**src/rtl/bsg_up_pkg.sv**
```systemverilog
// Shared constants, state encoding and sizing helpers for the upstream link channel.
package bsg_up_pkg;

    localparam int unsigned CORE_W_DEF = 32'd32;
    localparam int unsigned IO_W_DEF   = 32'd8;
    localparam int unsigned BEATS      = CORE_W_DEF / IO_W_DEF;

    // A single-beat word still needs a one-bit counter to stay a legal vector.
    function automatic int unsigned beat_cnt_w(input int unsigned beats);
        return (beats > 32'd1) ? $clog2(beats) : 32'd1;
    endfunction

    localparam int unsigned BEAT_W = beat_cnt_w(BEATS);

    typedef enum logic [0:0] {
        IDLE = 1'b0,
        SEND = 1'b1
    } up_state_e;

endpackage

```
**src/rtl/bsg_upstream_ch_if.sv**
```systemverilog
// Core-side handshake, I/O-side beat/token and credit debug signals of the upstream channel.
interface bsg_upstream_ch_if
    import bsg_up_pkg::*;
#(
    parameter int unsigned CORE_W  = CORE_W_DEF,
    parameter int unsigned IO_W    = IO_W_DEF,
    parameter int unsigned CREDITS = 32'd32
);

    logic [CORE_W-1:0]              core_data_in;
    logic                           core_valid_in;
    logic                           core_ready_out;
    logic [IO_W-1:0]                io_data_out;
    logic                           io_valid_out;
    logic                           io_token_in;
    logic [$clog2(CREDITS+1)-1:0]   credit_cnt;

    modport master (
        output core_data_in, core_valid_in, io_token_in,
        input  core_ready_out, io_data_out, io_valid_out, credit_cnt
    );

    modport slave (
        input  core_data_in, core_valid_in, io_token_in,
        output core_ready_out, io_data_out, io_valid_out, credit_cnt
    );

endinterface

```
**src/rtl/bsg_up_fifo.sv**
```systemverilog
// Synchronous word FIFO; pointers carry one wrap bit so full and empty are distinguishable.
module bsg_up_fifo
    import bsg_up_pkg::*;
#(
    parameter int unsigned WIDTH = CORE_W_DEF,
    parameter int unsigned DEPTH = 32'd4
) (
    input  logic             clk,
    input  logic             rst,
    input  logic             push,
    input  logic [WIDTH-1:0] din,
    input  logic             pop,
    output logic [WIDTH-1:0] dout,
    output logic             full,
    output logic             empty
);

    localparam int unsigned AW = $clog2(DEPTH);

    logic [WIDTH-1:0] mem_r [DEPTH];
    logic [AW:0]      wr_ptr_r;
    logic [AW:0]      rd_ptr_r;
    logic             push_s;
    logic             pop_s;

    assign push_s = push && !full;
    assign pop_s  = pop && !empty;

    // Storage array; data needs no reset since the pointers gate every read.
    always_ff @(posedge clk) begin
        if (push_s) begin
            mem_r[wr_ptr_r[AW-1:0]] <= din;
        end
    end

    // Read and write pointers.
    always_ff @(posedge clk) begin
        if (rst) begin
            wr_ptr_r <= {(AW+1){1'b0}};
            rd_ptr_r <= {(AW+1){1'b0}};
        end else begin
            if (push_s) begin
                wr_ptr_r <= wr_ptr_r + {{AW{1'b0}}, 1'b1};
            end else begin
                wr_ptr_r <= wr_ptr_r;
            end
            if (pop_s) begin
                rd_ptr_r <= rd_ptr_r + {{AW{1'b0}}, 1'b1};
            end else begin
                rd_ptr_r <= rd_ptr_r;
            end
        end
    end

    assign dout  = mem_r[rd_ptr_r[AW-1:0]];
    assign empty = (wr_ptr_r == rd_ptr_r);
    assign full  = (wr_ptr_r[AW] != rd_ptr_r[AW]) && (wr_ptr_r[AW-1:0] == rd_ptr_r[AW-1:0]);

endmodule

```
**src/rtl/bsg_upstream_ch.sv**
```systemverilog
// Upstream link channel: buffers core words, serializes them LSB-first into I/O beats
// and paces whole words with a token-replenished credit counter.
module bsg_upstream_ch
    import bsg_up_pkg::*;
#(
    parameter int unsigned CORE_W     = CORE_W_DEF,
    parameter int unsigned IO_W       = IO_W_DEF,
    parameter int unsigned FIFO_DEPTH = 32'd4,
    parameter int unsigned CREDITS    = 32'd32
) (
    input  logic                clk,
    input  logic                rst,
    bsg_upstream_ch_if.slave    ch
);

    localparam int unsigned NBEATS = CORE_W / IO_W;
    localparam int unsigned BCNT_W = beat_cnt_w(NBEATS);
    localparam int unsigned CRED_W = $clog2(CREDITS + 1);

    up_state_e          state_r;
    up_state_e          state_s;
    logic [CORE_W-1:0]  shift_r;
    logic [BCNT_W-1:0]  beat_r;
    logic [IO_W-1:0]    io_data_r;
    logic               io_valid_r;
    logic [CRED_W-1:0]  credit_r;

    logic [CORE_W-1:0]  fifo_dout_s;
    logic               fifo_full_s;
    logic               fifo_empty_s;
    logic               push_s;
    logic               start_s;
    logic               can_start_s;
    logic               last_beat_s;

    bsg_up_fifo #(
        .WIDTH (CORE_W),
        .DEPTH (FIFO_DEPTH)
    ) u_fifo (
        .clk   (clk),
        .rst   (rst),
        .push  (push_s),
        .din   (ch.core_data_in),
        .pop   (start_s),
        .dout  (fifo_dout_s),
        .full  (fifo_full_s),
        .empty (fifo_empty_s)
    );

    assign ch.core_ready_out = !fifo_full_s && !rst;
    assign push_s            = ch.core_valid_in && ch.core_ready_out;

    // A same-cycle token counts as a credit, so a drained counter restarts without a bubble.
    assign can_start_s = !fifo_empty_s && ((credit_r != {CRED_W{1'b0}}) || ch.io_token_in);
    assign last_beat_s = (beat_r == BCNT_W'(NBEATS - 1));

    // Next-state logic; credits are only consulted at word boundaries.
    always_comb begin
        state_s = state_r;
        start_s = 1'b0;
        case (state_r)
            IDLE: begin
                if (can_start_s) begin
                    start_s = 1'b1;
                    state_s = SEND;
                end else begin
                    state_s = IDLE;
                end
            end
            SEND: begin
                if (!last_beat_s) begin
                    state_s = SEND;
                end else if (can_start_s) begin
                    start_s = 1'b1;
                    state_s = SEND;
                end else begin
                    state_s = IDLE;
                end
            end
            default: begin
                state_s = IDLE;
            end
        endcase
    end

    // State register, shift register and registered beat outputs.
    always_ff @(posedge clk) begin
        if (rst) begin
            state_r    <= IDLE;
            shift_r    <= {CORE_W{1'b0}};
            beat_r     <= {BCNT_W{1'b0}};
            io_data_r  <= {IO_W{1'b0}};
            io_valid_r <= 1'b0;
        end else begin
            state_r <= state_s;
            if (start_s) begin
                io_data_r  <= fifo_dout_s[IO_W-1:0];
                shift_r    <= fifo_dout_s >> IO_W;
                beat_r     <= {BCNT_W{1'b0}};
                io_valid_r <= 1'b1;
            end else if ((state_r == SEND) && !last_beat_s) begin
                io_data_r  <= shift_r[IO_W-1:0];
                shift_r    <= shift_r >> IO_W;
                beat_r     <= beat_r + BCNT_W'(1);
                io_valid_r <= 1'b1;
            end else begin
                io_valid_r <= 1'b0;
            end
        end
    end

    // Credit counter: start and token together cancel; a lone token saturates at CREDITS.
    always_ff @(posedge clk) begin
        if (rst) begin
            credit_r <= CRED_W'(CREDITS);
        end else begin
            case ({start_s, ch.io_token_in})
                2'b10: credit_r <= credit_r - CRED_W'(1);
                2'b01: begin
                    if (credit_r != CRED_W'(CREDITS)) begin
                        credit_r <= credit_r + CRED_W'(1);
                    end else begin
                        credit_r <= credit_r;
                    end
                end
                default: credit_r <= credit_r;
            endcase
        end
    end

    assign ch.io_data_out  = io_data_r;
    assign ch.io_valid_out = io_valid_r;
    assign ch.credit_cnt   = credit_r;

endmodule
```
**src/flat_wrapper.sv**
```systemverilog
// flat-port wrapper written by rule: the top's interface ports become plain ports
module bsg_upstream_ch_flat import bsg_up_pkg::*;
#(
    parameter int unsigned CORE_W     = CORE_W_DEF,
    parameter int unsigned IO_W       = IO_W_DEF,
    parameter int unsigned FIFO_DEPTH = 32'd4,
    parameter int unsigned CREDITS    = 32'd32
)
  (clk, rst, ch_core_data_in, ch_core_valid_in, ch_io_token_in, ch_core_ready_out, ch_io_data_out, ch_io_valid_out, ch_credit_cnt);
  bsg_upstream_ch_if #(.CORE_W(CORE_W), .IO_W(IO_W), .CREDITS(CREDITS)) ch_i ();
  input  logic clk;
  input  logic rst;
  input wire logic [$bits(ch_i.core_data_in)-1:0] ch_core_data_in;
  input wire logic [$bits(ch_i.core_valid_in)-1:0] ch_core_valid_in;
  input wire logic [$bits(ch_i.io_token_in)-1:0] ch_io_token_in;
  output wire logic [$bits(ch_i.core_ready_out)-1:0] ch_core_ready_out;
  output wire logic [$bits(ch_i.io_data_out)-1:0] ch_io_data_out;
  output wire logic [$bits(ch_i.io_valid_out)-1:0] ch_io_valid_out;
  output wire logic [$bits(ch_i.credit_cnt)-1:0] ch_credit_cnt;
  assign ch_i.core_data_in = ch_core_data_in;
  assign ch_i.core_valid_in = ch_core_valid_in;
  assign ch_i.io_token_in = ch_io_token_in;
  assign ch_core_ready_out = ch_i.core_ready_out;
  assign ch_io_data_out = ch_i.io_data_out;
  assign ch_io_valid_out = ch_i.io_valid_out;
  assign ch_credit_cnt = ch_i.credit_cnt;
  bsg_upstream_ch #(.CORE_W(CORE_W), .IO_W(IO_W), .FIFO_DEPTH(FIFO_DEPTH), .CREDITS(CREDITS)) u_core (.clk(clk), .rst(rst), .ch(ch_i));
endmodule
```
**config.mk**
```make
export PLATFORM = sky130hd
export DESIGN_NAME = bsg_upstream_ch_flat
export DESIGN_NICKNAME = d
export VERILOG_FILES = /design/src/rtl/bsg_up_pkg.sv /design/src/rtl/bsg_upstream_ch_if.sv /design/src/rtl/bsg_up_fifo.sv /design/src/rtl/bsg_upstream_ch.sv /design/src/flat_wrapper.sv
export SDC_FILE = /design/constraint.sdc
export NUM_CORES = 1
export LEC_CHECK = 0
export BUFFER_PORTS_ARGS = -buffer_cell sky130_fd_sc_hd__buf_2
export CAP_MARGIN = 15
export CELL_PAD_IN_SITES_DETAIL_PLACEMENT = 0
export CELL_PAD_IN_SITES_GLOBAL_PLACEMENT = 2
export CORE_ASPECT_RATIO = 2
export CORE_MARGIN = 4
export CORE_UTILIZATION = 35
export DETAILED_ROUTE_END_ITERATION = 6
export PLACE_DENSITY_LB_ADDON = 0.3
export SYNTH_ARGS = -nofsm -noshare
export SYNTH_HDL_FRONTEND = slang
export SYNTH_SLANG_ARGS = --single-unit
```
**constraint.sdc**
```tcl
create_clock -name clk -period 3.6 [get_ports clk]
set_clock_uncertainty 0.2 [all_clocks]
set_input_delay 0.18 -clock clk [delete_from_list [all_inputs] [get_ports clk]]
set_output_delay 0.18 -clock clk [all_outputs]
set_load 0.01 [all_outputs]
```
---- Word level (Yosys, flattened, before mapping) ----
Memories as Yosys holds them, arrays and structs flattened. A register that Yosys moved wholly into a read port is not among the register bits.
Index checks and enable logic that the tools add are counted.
word-level totals
  output and inout bits ................... 16
  memories ................................ 1
  input port bits ......................... 36
  bits in writable memories ............... 128
  logic and storage cells ................. 57
  bits in registers ....................... 48
memory list
  name                 words  bits a word  rd ports  clocked after memory_dff  wr ports  line               text
  u_core.u_fifo.mem_r  4      32           1         1                         1         bsg_up_fifo.sv:20  logic [WIDTH-1:0] mem_r [DEPTH];
operators by class
  equality and inequality tests ........... 8
  bitwise operators ....................... 1
  add/sub/neg operators ................... 5
  mux-type cells .......................... 17
  reduce and logical (&&, ||, !) cells .... 17
operator list
  kind                 count
  $mux 24              2
  $mux 8               2
  $pmux 6 s2           1
  $logic_and 1x1->1    7
  $mux 1               7
  $add 3x1->3 const B  2
  $add 6x1->6 const B  1
  $mux 6               1
  $ne 6x6->1 const B   1
  $reduce_bool 6->1    1
  $sub 6x1->6 const B  1
  $eq 2x2->1 const B   2
  $logic_not 1->1      4
  $mux 2               2
  $pmux 1 s2           2
  $reduce_bool 2->1    2
  $eq 3x3->1           1
  $add 2x1->2 const B  1
  $eq 2x1->1 const B   1
  $eq 2x2->1           1
  $ne 2x1->1 const B   1
  $reduce_and 2->1     1
  $reduce_or 2->1      1
  $logic_or 1x1->1     1
  other kinds (2)      2

---- Longest topological paths before layout ----
Gate-level depths: netlist (run 1).
  depth in word-level cells ............... 9
  depth in mapped cells ................... 12

---- Modules after synthesis ----
From an unflattened synthesis (run 1), not the netlist that was laid out.
second synthesis, totals
  cell total of the unflattened synthesis .. 409
  area, all modules ....................... 6955.4 um^2
by module, submodules not included
  module           cells an instance  times used  area an instance (um^2)
  bsg_up_fifo      235                1           5177.5
  bsg_upstream_ch  174                1           1778.0

---- Worst setup path before layout (run 1) ----
OpenSTA, ideal clock, no wires.
  path kind ............................... register to register
  from .................................... register u_core.beat_r[0]
  to ...................................... register u_core.credit_r[5] (netlist: u_core.ch.credit_cnt[5])
  required time ........................... 3.322 ns
  slack ................................... 0.633 ns
  stages on the path, launching flop included .. 12
  clock period less this slack ............ 2.967 ns
  buffers on the path ..................... 1
  data arrival time ....................... 2.689 ns
  cells stage by stage .................... dfxtp_1 ha_1 nand2b_1 clkbuf_1 o31ai_2 nand2_1 ha_1 and3_1 a2111o_1 or3_1 or2_0 a32oi_1
on the way
  word-level cells in the longest chain between the ends .. 6
  elaborated cells between the ends (all ways) .. 9
  classes of those cells .................. 4 x eq/ne; 3 x mux; 2 x reduce/logical
RTL lines
  what                                                                     line                    text
  start: declaration                                                       bsg_upstream_ch.sv:23   logic [BCNT_W-1:0] beat_r;
  start signal: assignment                                                 bsg_upstream_ch.sv:91   beat_r <= {BCNT_W{1'b0}};
  start signal: assignment                                                 bsg_upstream_ch.sv:99   beat_r <= {BCNT_W{1'b0}};
  start signal: assignment                                                 bsg_upstream_ch.sv:104  beat_r <= beat_r + BCNT_W'(1);
  $eq 2x2->1 (*)                                                           bsg_upstream_ch.sv:55   assign last_beat_s = (beat_r == BCNT_W'(NBEATS - 1));
  $mux 1 (*)                                                               bsg_upstream_ch.sv:71   if (!last_beat_s) begin
  $pmux 1 s2 (*)                                                           bsg_upstream_ch.sv:61   case (state_r)
  $eq 2x1->1 / $eq 2x2->1 (equally long branches)                          bsg_upstream_ch.sv:117  case ({start_s, ch.io_token_in})
  $ne 2x1->1 (no source line) / $reduce_bool 2->1 (equally long branches)  -
  $reduce_and 2->1 (no source line)                                        -
  end signal: assignment                                                   bsg_upstream_ch.sv:115  credit_r <= CRED_W'(CREDITS);
  end signal: assignment                                                   bsg_upstream_ch.sv:118  2'b10: credit_r <= credit_r - CRED_W'(1);
  end signal: assignment                                                   bsg_upstream_ch.sv:121  credit_r <= credit_r + CRED_W'(1);
  end: declaration                                                         bsg_upstream_ch.sv:26   logic [CRED_W-1:0] credit_r;
Mark *: on every way between the ends. The rest lies on a longest branch, timed or not.
A chain may end at the register's enable or synchronous reset.

---- Worst setup path in the final report (run 1) ----
  from .................................... register u_core.u_fifo.wr_ptr_r[0]
  to ...................................... register u_core.credit_r[5] (netlist: u_core.ch.credit_cnt[5])
on the way
  word-level cells in the longest chain between the ends .. 9
  elaborated cells between the ends (all ways) .. 12
  classes of those cells .................. 4 x eq/ne; 4 x mux; 4 x reduce/logical
RTL lines
  what                                                                     line                                          text
  start: declaration                                                       bsg_up_fifo.sv:21                             logic [AW:0] wr_ptr_r;
  start signal: assignment                                                 bsg_up_fifo.sv:39                             wr_ptr_r <= {(AW+1){1'b0}};
  start signal: assignment                                                 bsg_up_fifo.sv:43                             wr_ptr_r <= wr_ptr_r + {{AW{1'b0}}, 1'b1};
  start signal: assignment                                                 bsg_up_fifo.sv:45                             wr_ptr_r <= wr_ptr_r;
  $eq 3x3->1 (*)                                                           bsg_up_fifo.sv:56                             assign empty = (wr_ptr_r == rd_ptr_r);
  $logic_not 1->1 (*)                                                      bsg_upstream_ch.sv:54                         assign can_start_s = !fifo_empty_s && ((credit_r != {CRED_W{1'b0}}) || ch.io_token_in);
  $logic_and 1x1->1 (*)                                                    bsg_upstream_ch.sv:54
  $mux 1 (*)                                                               bsg_upstream_ch.sv:63, bsg_upstream_ch.sv:73
  $mux 1                                                                   bsg_upstream_ch.sv:71
  $pmux 1 s2 (*)                                                           bsg_upstream_ch.sv:61
  $eq 2x1->1 / $eq 2x2->1 (equally long branches)                          bsg_upstream_ch.sv:117
  $ne 2x1->1 (no source line) / $reduce_bool 2->1 (equally long branches)  -
  $reduce_and 2->1 (no source line)                                        -
Marks and branches as above.

==> run metrics, run 1 <==
Gate Count Post-Synth 452; GRT Overall Usage 14.0%; R2R Path End u_core.ch.credit_cnt[5]$_SDFFE_PP1P_; final RePlAce weighted congestion 0.755; status complete, no violations; Buf+Inv Stages, Crit Path 0; fin crit period 3.20 ns; post-CTS setup buffers 0; Yosys top cell by area edfxtp_1; diode count 0; Slew @ Worst Pin 0.702 ns; share of layout cells above drive strength 1 23.7%; FMAX 313 MHz; initial antenna violation count 0; Reg2Reg Depth 9; PwrDens 710 nW/µm²; Mean Syn Cell Area 15.4 µm²; Crit path required time 3.75 ns; crit-path cells xor2_1 > o31ai_2 > nand2_1 > ha_1 > and3_1 > a2111o_1 > or3_1 > or2_0 > a32oi_1; Clk Latency, worst-skew pair 0.42 ns; Yosys cell types 42; unrepaired setup endpoints after global routing false; top sig layer met4; Routed WL 14.5 mm; CP endpoint u_core.ch.credit_cnt[5]$_SDFFE_PP1P_; I/O pin total 52; metal1 wirelength 5.63 mm; Final Hold Viols 0; Post-synth EDFFs 128; crit path launch type register; worst path arrival time 3.35 ns; WP depth 9; post-synthesis register bit count 178; Die Area 22300 µm²; met3 WL 354 µm; Reg clk slew, reported paths 0.07 ns; Slew HR 53.1%; number of routed nets with antenna violations 0; CTS Buf Count 17; Synth Warn # 0; Setup TNS 0 ns; Die Span Y 207 µm; top area cells in the synthesized netlist edfxtp_1 (55%), dfxtp_1 (14%), mux4_2 (10%); first-pass GRT wire length 23.6 mm; area grow syn2layout 21.5%; FFs w/ async S/R, synth 0%; input/output buffers 51; Detailed Routing Iterations Pass 1 4; critical path class reg2reg; share of the synthesized area in the top cell type 55.3%; Iter 0 DRT Violations 182; pin count of the biggest net entering global routing 55; Static Leakage 2.92 nW; Slowest-stage cell, CP dfxtp_1; fin. max-slew vios 0; Final setup viols 0; Via density 4.85; DR vias 3962; vias in the first global route 4352; Most used DFF post-synth edfxtp_1; critical path's largest stage delay 0.44 ns; Critical Path Source u_core.u_fifo.wr_ptr_r[0]$_SDFFE_PP0P_; CTS HTree Levels 4; Post-Syn Area 6950 µm²; CTS root buf clkbuf_16; Nets 592; Post-route DRC 0; Crit Path Max Fanout 5; Post-DP HPWL 9.76 mm; number of clock sinks 178; MaxCap Viol Count 0; core area 19500 µm²; clock tree from TritonCTS built; die width 108 µm; Max VDD drop 0.346 mV; Synthesized Nets 499; period utilization 88.8%; Row Count 72; total grt overflow 0; RR Startpoint u_core.u_fifo.wr_ptr_r[0]$_SDFFE_PP0P_; Wirelength per Cell 17.8 µm; Total Power 5.99 mW; Reg2Reg Setup Slack 0.40 ns; Clock Path Buffers 2; kind of path behind the tightest hold check in2reg; initial core utilization 35.7%; Crit. End Element register; met2 wire length 8.27 mm; critical path's top delay family compound AO/OA/AOI/OAI gates; post-synthesis sequential area ratio 69.7%
## cells in the mapped netlist (2+ instances only)
cell type and number:
dfxtp_1 50, nor2_1 16, a21oi_1 12, inv_1 8
ha_1 10, buf_2 5, o31ai_1 3, edfxtp_1 128
mux4_2 32, a31oi_1 24, o21ai_0 25, nand3_1 2
xnor2_1 9, nand2b_1 2, buf_6 4, mux2i_1 3
clkbuf_1 15, xor2_1 3, and2_1 5, and3_1 2
nor2b_1 2, nor3_1 4, nand2_1 69
## layout make-up
cell class	count	area (µm²)
clock inverters	8	129
inverters	8	30.0
flip-flops and latches	178	4850
fillers	1823	11000
well taps	259	324
repair buffers	99	701
clock buffers	24	462
multi-input cells	241	1950
## report_power, final
group	switching, mW	internal, mW	total, mW
Combinational	0.873	0.635	1.51
Sequential	0.173	2.46	2.64
Clock	0.735	1.11	1.85
## cells in the final DEF, fill, tap and decap left out, types with 2 or more instances in the layout
master and instances:
a21oi_1 12, clkbuf_16 17, clkinvlp_4 4, o21ai_0 25, clkbuf_1 6, bufinv_16 3, and2_1 5, buf_4 14
xnor2_1 9, inv_1 8, a31oi_1 24, ha_1 10, nand3_1 2, nor2_1 15, and3_1 2, xor2_1 3
buf_2 51, nor3_1 4, mux2i_1 3, o31ai_1 3, nand2_1 69, mux4_2 32, edfxtp_1 128, dlygate4sd3_1 34
dfxtp_1 49, nor2b_1 2
## worst min path at each step
| stage | cells past startpoint | to | startpoint | slack (ns) |
|---|---|---|---|---|
| 5_1_grt | 4 | u_core.u_fifo.wr_ptr_r[1]$_SDFFE_PP0P_ | ch_core_valid_in | 0.11 |
| 3_3_place_gp | 1 | u_core.u_fifo.mem_r[2][4]$_DFFE_PP_ | ch_core_data_in[4] | 0.19 |
| 4_1_cts | 4 | u_core.u_fifo.wr_ptr_r[1]$_SDFFE_PP0P_ | ch_core_valid_in | 0.06 |
| 2_1_floorplan | 0 | u_core.u_fifo.mem_r[0][0]$_DFFE_PP_ | ch_core_data_in[0] | 0.08 |
| 6_report | 4 | u_core.u_fifo.wr_ptr_r[1]$_SDFFE_PP0P_ | ch_core_valid_in | 0.07 |
| 3_5_place_dp | 1 | u_core.u_fifo.mem_r[0][20]$_DFFE_PP_ | ch_core_data_in[20] | 0.20 |
## metal layers
metal | GRT usage (%) | up-vias
li1 | - | 1886
met1 | 15.2 | 2005
met2 | 26.1 | 53
met3 | 2.86 | 18
met4 | 5.01 | 0
met5 | 0 | -
## registers in the layout, indices dropped and copies added, names as in the netlist, named ones only
signal                  count
u_core.beat_r               2
u_core.ch.credit_cnt        6
u_core.ch.io_data_out       8
u_core.ch.io_valid_out      1
u_core.shift_r             24
u_core.state_r              1
u_core.u_fifo.mem_r       128
u_core.u_fifo.rd_ptr_r      3
u_core.u_fifo.wr_ptr_r      3
## metrics by stage
stage	hold slack, ns	instances	worst slack (ns)	utilization (%)	area, µm²
after floorplan	0.0789	452	0.633	-	6950
after global placement	0.190	751	0.446	38.6	7510
after detailed placement	0.200	751	0.386	38.6	7510
after CTS	0.0558	817	0.366	43.4	8440
after global routing	0.107	817	0.204	43.4	8440
final	0.0739	817	0.402	43.4	8440
## cell families after synthesis
logic type | count (synthesis) | share of synthesized area (%)
DFF | 178 | 69.7
and+or+nand+nor | 109 | 7.01
AOI/OAI and AO/OA | 73 | 6.34
muxes | 36 | 11.0
buffers and inverters | 33 | 2.31
xor gates and xnor gates | 12 | 1.51
adders and majority gates | 11 | 2.09
## tightest hold or removal path, delay by kind of cell
family                 cells  cell delay (ns)
AO/OA/AOI/OAI              2             0.26
buffers and inverters      1             0.10
AND/OR/NAND/NOR            1             0.10
## what timing repair did
action                    CTS  global route
hold endpoints to repair  141             0
resized for setup           0             0
hold buffers               34             0
(Power assumes the default switching activity.)
==> run 2: changes to the inputs <==
Settings changed: ABC_AREA from default to 1.
==> run 2 against run 1 <==
- combinational power up 36%
- largest power group unchanged
- sequential power about the same
- wire length up 22%
==> run metrics, run 2 <==
commonest non-fill, non-tap cells in the layout edfxtp_1 (128), nand2_1 (110), nor2_1 (82) (was edfxtp_1 (128), nand2_1 (69), buf_2 (51)); Wirelength per Cell 17.4 µm (was 17.8 µm); diode count 0 (unchanged); worst path arrival time 2.91 ns (was 3.35 ns); Post-DP HPWL 11.4 mm (was 9.76 mm); cell with the most instances after synthesis edfxtp_1 (unchanged); CTS root buf clkbuf_16 (unchanged); I/O pin total 52 (unchanged); Crit. End Element register (unchanged); initial core utilization 35.8% (was 35.7%); Row Count 73 (was 72); CTS Buf Count 17 (unchanged); share of layout cells above drive strength 1 13.6% (was 23.7%); filler instances 1896 (was 1823); PwrDens 743 nW/µm² (was 710 nW/µm²); post-layout instance area 8660 µm² (was 8440 µm²); largest family of logic cells by synthesized area simple AND/OR/NAND/NOR gates (was multiplexers); most common cell after layout, fill and taps aside edfxtp_1 (unchanged); clock tree from TritonCTS built (unchanged); Via density 4.94 (was 4.85); Post-synth EDFFs 128 (unchanged); Most used DFF post-synth edfxtp_1 (unchanged); Die Area 23000 µm² (was 22300 µm²); Setup TNS 0 ns (unchanged); Die Span Y 210 µm (was 207 µm); Post-Synth XOR/XNOR Area 0.733% (was 1.51%); Final setup viols 0 (unchanged); FMAX 356 MHz (was 313 MHz); fin crit period 2.81 ns (was 3.20 ns); Reg clk slew, reported paths 0.07 ns (about the same); vias in the first global route 5163 (was 4352); Max VDD drop 0.351 mV (was 0.346 mV); pre-CTS setup slack 0.809 ns (was 0.386 ns); DR vias 5028 (was 3962); Synthesized Nets 706 (was 499); Crit Path Max Fanout 17 (was 5); Seq. cell area 4850 µm² (unchanged); # resized after CTS 0 (unchanged); post-synthesis mux area share 0% (was 11.0%); CTS HTree Levels 4 (unchanged); post-synthesis sequential area ratio 67.6% (was 69.7%); fin. max-slew vios 0 (unchanged); total grt overflow 0 (unchanged); Yosys cell types 31 (was 42); Routed WL 17.7 mm (was 14.5 mm); crit path launch type register (unchanged); critical path class reg2reg (unchanged); number of clock sinks 178 (unchanged); input/output buffers 51 (unchanged); placed cell area 7750 µm² (was 7510 µm²); Adder-Cell Fraction of Synth Area 2.02% (was 2.09%); Yosys top cell by area edfxtp_1 (unchanged); post-synthesis register bit count 178 (unchanged); Detailed Routing Iterations Pass 1 5 (was 4); Clk Latency, worst-skew pair 0.43 ns (was 0.42 ns); unrepaired setup endpoints after global routing false (unchanged); initial antenna violation count 0 (unchanged); Slew @ Worst Pin 0.918 ns (was 0.702 ns); Static Leakage 3.34 nW (was 2.92 nW); Inst Count DP 951 (was 751); area occupied by multi-input gates 2000 µm² (was 1950 µm²); final RePlAce weighted congestion 0.803 (was 0.755); final worst slack 0.793 ns (was 0.402 ns); Gate Count Post-Synth 659 (was 452); number of routed nets with antenna violations 0 (unchanged); Layout Cells excl Fill 1018 (was 817); first-pass GRT wire length 28.0 mm (was 23.6 mm); Slew HR 38.8% (was 53.1%); status complete, no violations (unchanged); Post-route DRC 0 (unchanged); GRT Overall Usage 16.3% (was 14.0%); MaxCap Viol Count 0 (unchanged); Crit path required time 3.70 ns (was 3.75 ns); top area cells in the synthesized netlist edfxtp_1 (54%), dfxtp_1 (14%), nand2_1 (5.8%) (was edfxtp_1 (55%), dfxtp_1 (14%), mux4_2 (10%)); share of the synthesized area in the top cell type 53.6% (was 55.3%); die width 109 µm (was 108 µm); Final Hold Viols 0 (unchanged); Post-Syn Area 7170 µm² (was 6950 µm²); period utilization 78.0% (was 88.8%); FFs w/ async S/R, synth 0% (unchanged); Post-Synth Simple-Gate Area 14.6% (was 7.01%); kind of path behind the tightest hold check reg2reg (was in2reg); core area 20000 µm² (was 19500 µm²); top post-synthesis cells by count edfxtp_1 (128), nand2_1 (110), nor2_1 (86), o21ai_0 (74), inv_1 (52) (was edfxtp_1 (128), nand2_1 (69), dfxtp_1 (50), mux4_2 (32), o21ai_0 (25)); Nets 790 (was 592); Clock Path Buffers 2 (unchanged); max FFs per register 128 (unchanged); Mean Syn Cell Area 10.9 µm² (was 15.4 µm²); Synth Area in Compound Gates 10.1% (was 6.34%); area grow syn2layout 20.8% (was 21.5%); Iter 0 DRT Violations 198 (was 182); pin count of the biggest net entering global routing 65 (was 55); Synth Warn # 0 (unchanged)
run 2: cell count changes in the layout (fill, tap and decap cells not counted), sizes merged, moves of 44 or more:
cell | before | now
o21ai | 25 | 74
nor2 | 16 | 89
inv | 9 | 56
nand2 | 69 | 113
run 2: area by class of cell:
class	instances	area share, %
sequential	178	56.0
timing repair buffer	96	8.29
clock buffer	21	5.09
tap	262	3.79
inverter	56	2.43
multi-input combinational	394	23.1
clock inverter	11	1.33
run 2: critical path, stage by stage, from the launching register on:
cell     delay, ns
dfxtp_1       0.35
ha_1          0.20
nor2_4        0.05
inv_2         0.23
nand3_1       0.37
nand2_1       0.29
ha_1          0.33
nand2_1       0.09
nand2_1       0.07
nand2_1       0.06
nand3_1       0.09
inv_1         0.06
nand3_1       0.09
nand3_1       0.12
nand3_1       0.07
run 2: kinds of logic (layout without fill, tap and decap cells):
group,after synthesis,count (layout)
buffers and inverters,87,184
XOR/XNOR,6,6
AND/OR/NAND/NOR,247,247
flip-flops,178,178
AO/OA/AOI/OAI,130,130
adder cells (fa/ha/maj),11,11
run 2: timing repair:
| action | CTS | global route |
|---|---|---|
| hold buffers | 35 | 0 |
| hold endpoints to repair | 136 | 0 |
| buffers inserted | 0 | 0 |
run 2: metrics by stage:
| stage | hold slack (ns) | power (mW) | util, % |
|---|---|---|---|
| 2_1_floorplan | 0.0789 | 4.08 | - |
| 3_3_place_gp | 0.189 | 4.68 | 38.8 |
| 3_5_place_dp | 0.197 | 4.72 | 38.8 |
| 4_1_cts | 0.274 | 6.52 | 43.3 |
| 5_1_grt | 0.295 | 6.86 | 43.3 |
| 6_report | 0.277 | 6.44 | 43.3 |
run 2: layer usage:
layer / share of wire (%) / track usage, % / vias up
li1: - / - / 2452
met1: 39 / 17.9 / 2457
met2: 55 / 30.2 / 96
met5: 0 / 0 / -
met4: 2.4 / 6.76 / 0
met3: 3.1 / 2.73 / 23
run 2: path summary, 6_finish.rpt:
check	from	endpoint	slack, ns	cells after the start
max	u_core.beat_r[0]$_SDFFE_PP0P_	u_core.ch.credit_cnt[5]$_SDFFE_PP1P_	0.79	14
min reg2reg	u_core.shift_r[21]$_SDFFE_PP0P_	u_core.shift_r[21]$_SDFFE_PP0P_	0.28	2
max reg2reg	u_core.beat_r[0]$_SDFFE_PP0P_	u_core.ch.credit_cnt[5]$_SDFFE_PP1P_	0.79	14
min	u_core.shift_r[21]$_SDFFE_PP0P_	u_core.shift_r[21]$_SDFFE_PP0P_	0.28	2
run 2: power breakdown:
part / internal (mW) / switching [mW] / total, mW
Combinational: 0.670 / 1.39 / 2.06
Clock: 1.02 / 0.751 / 1.77
Sequential: 2.46 / 0.151 / 2.61
Total: 4.14 / 2.29 / 6.44
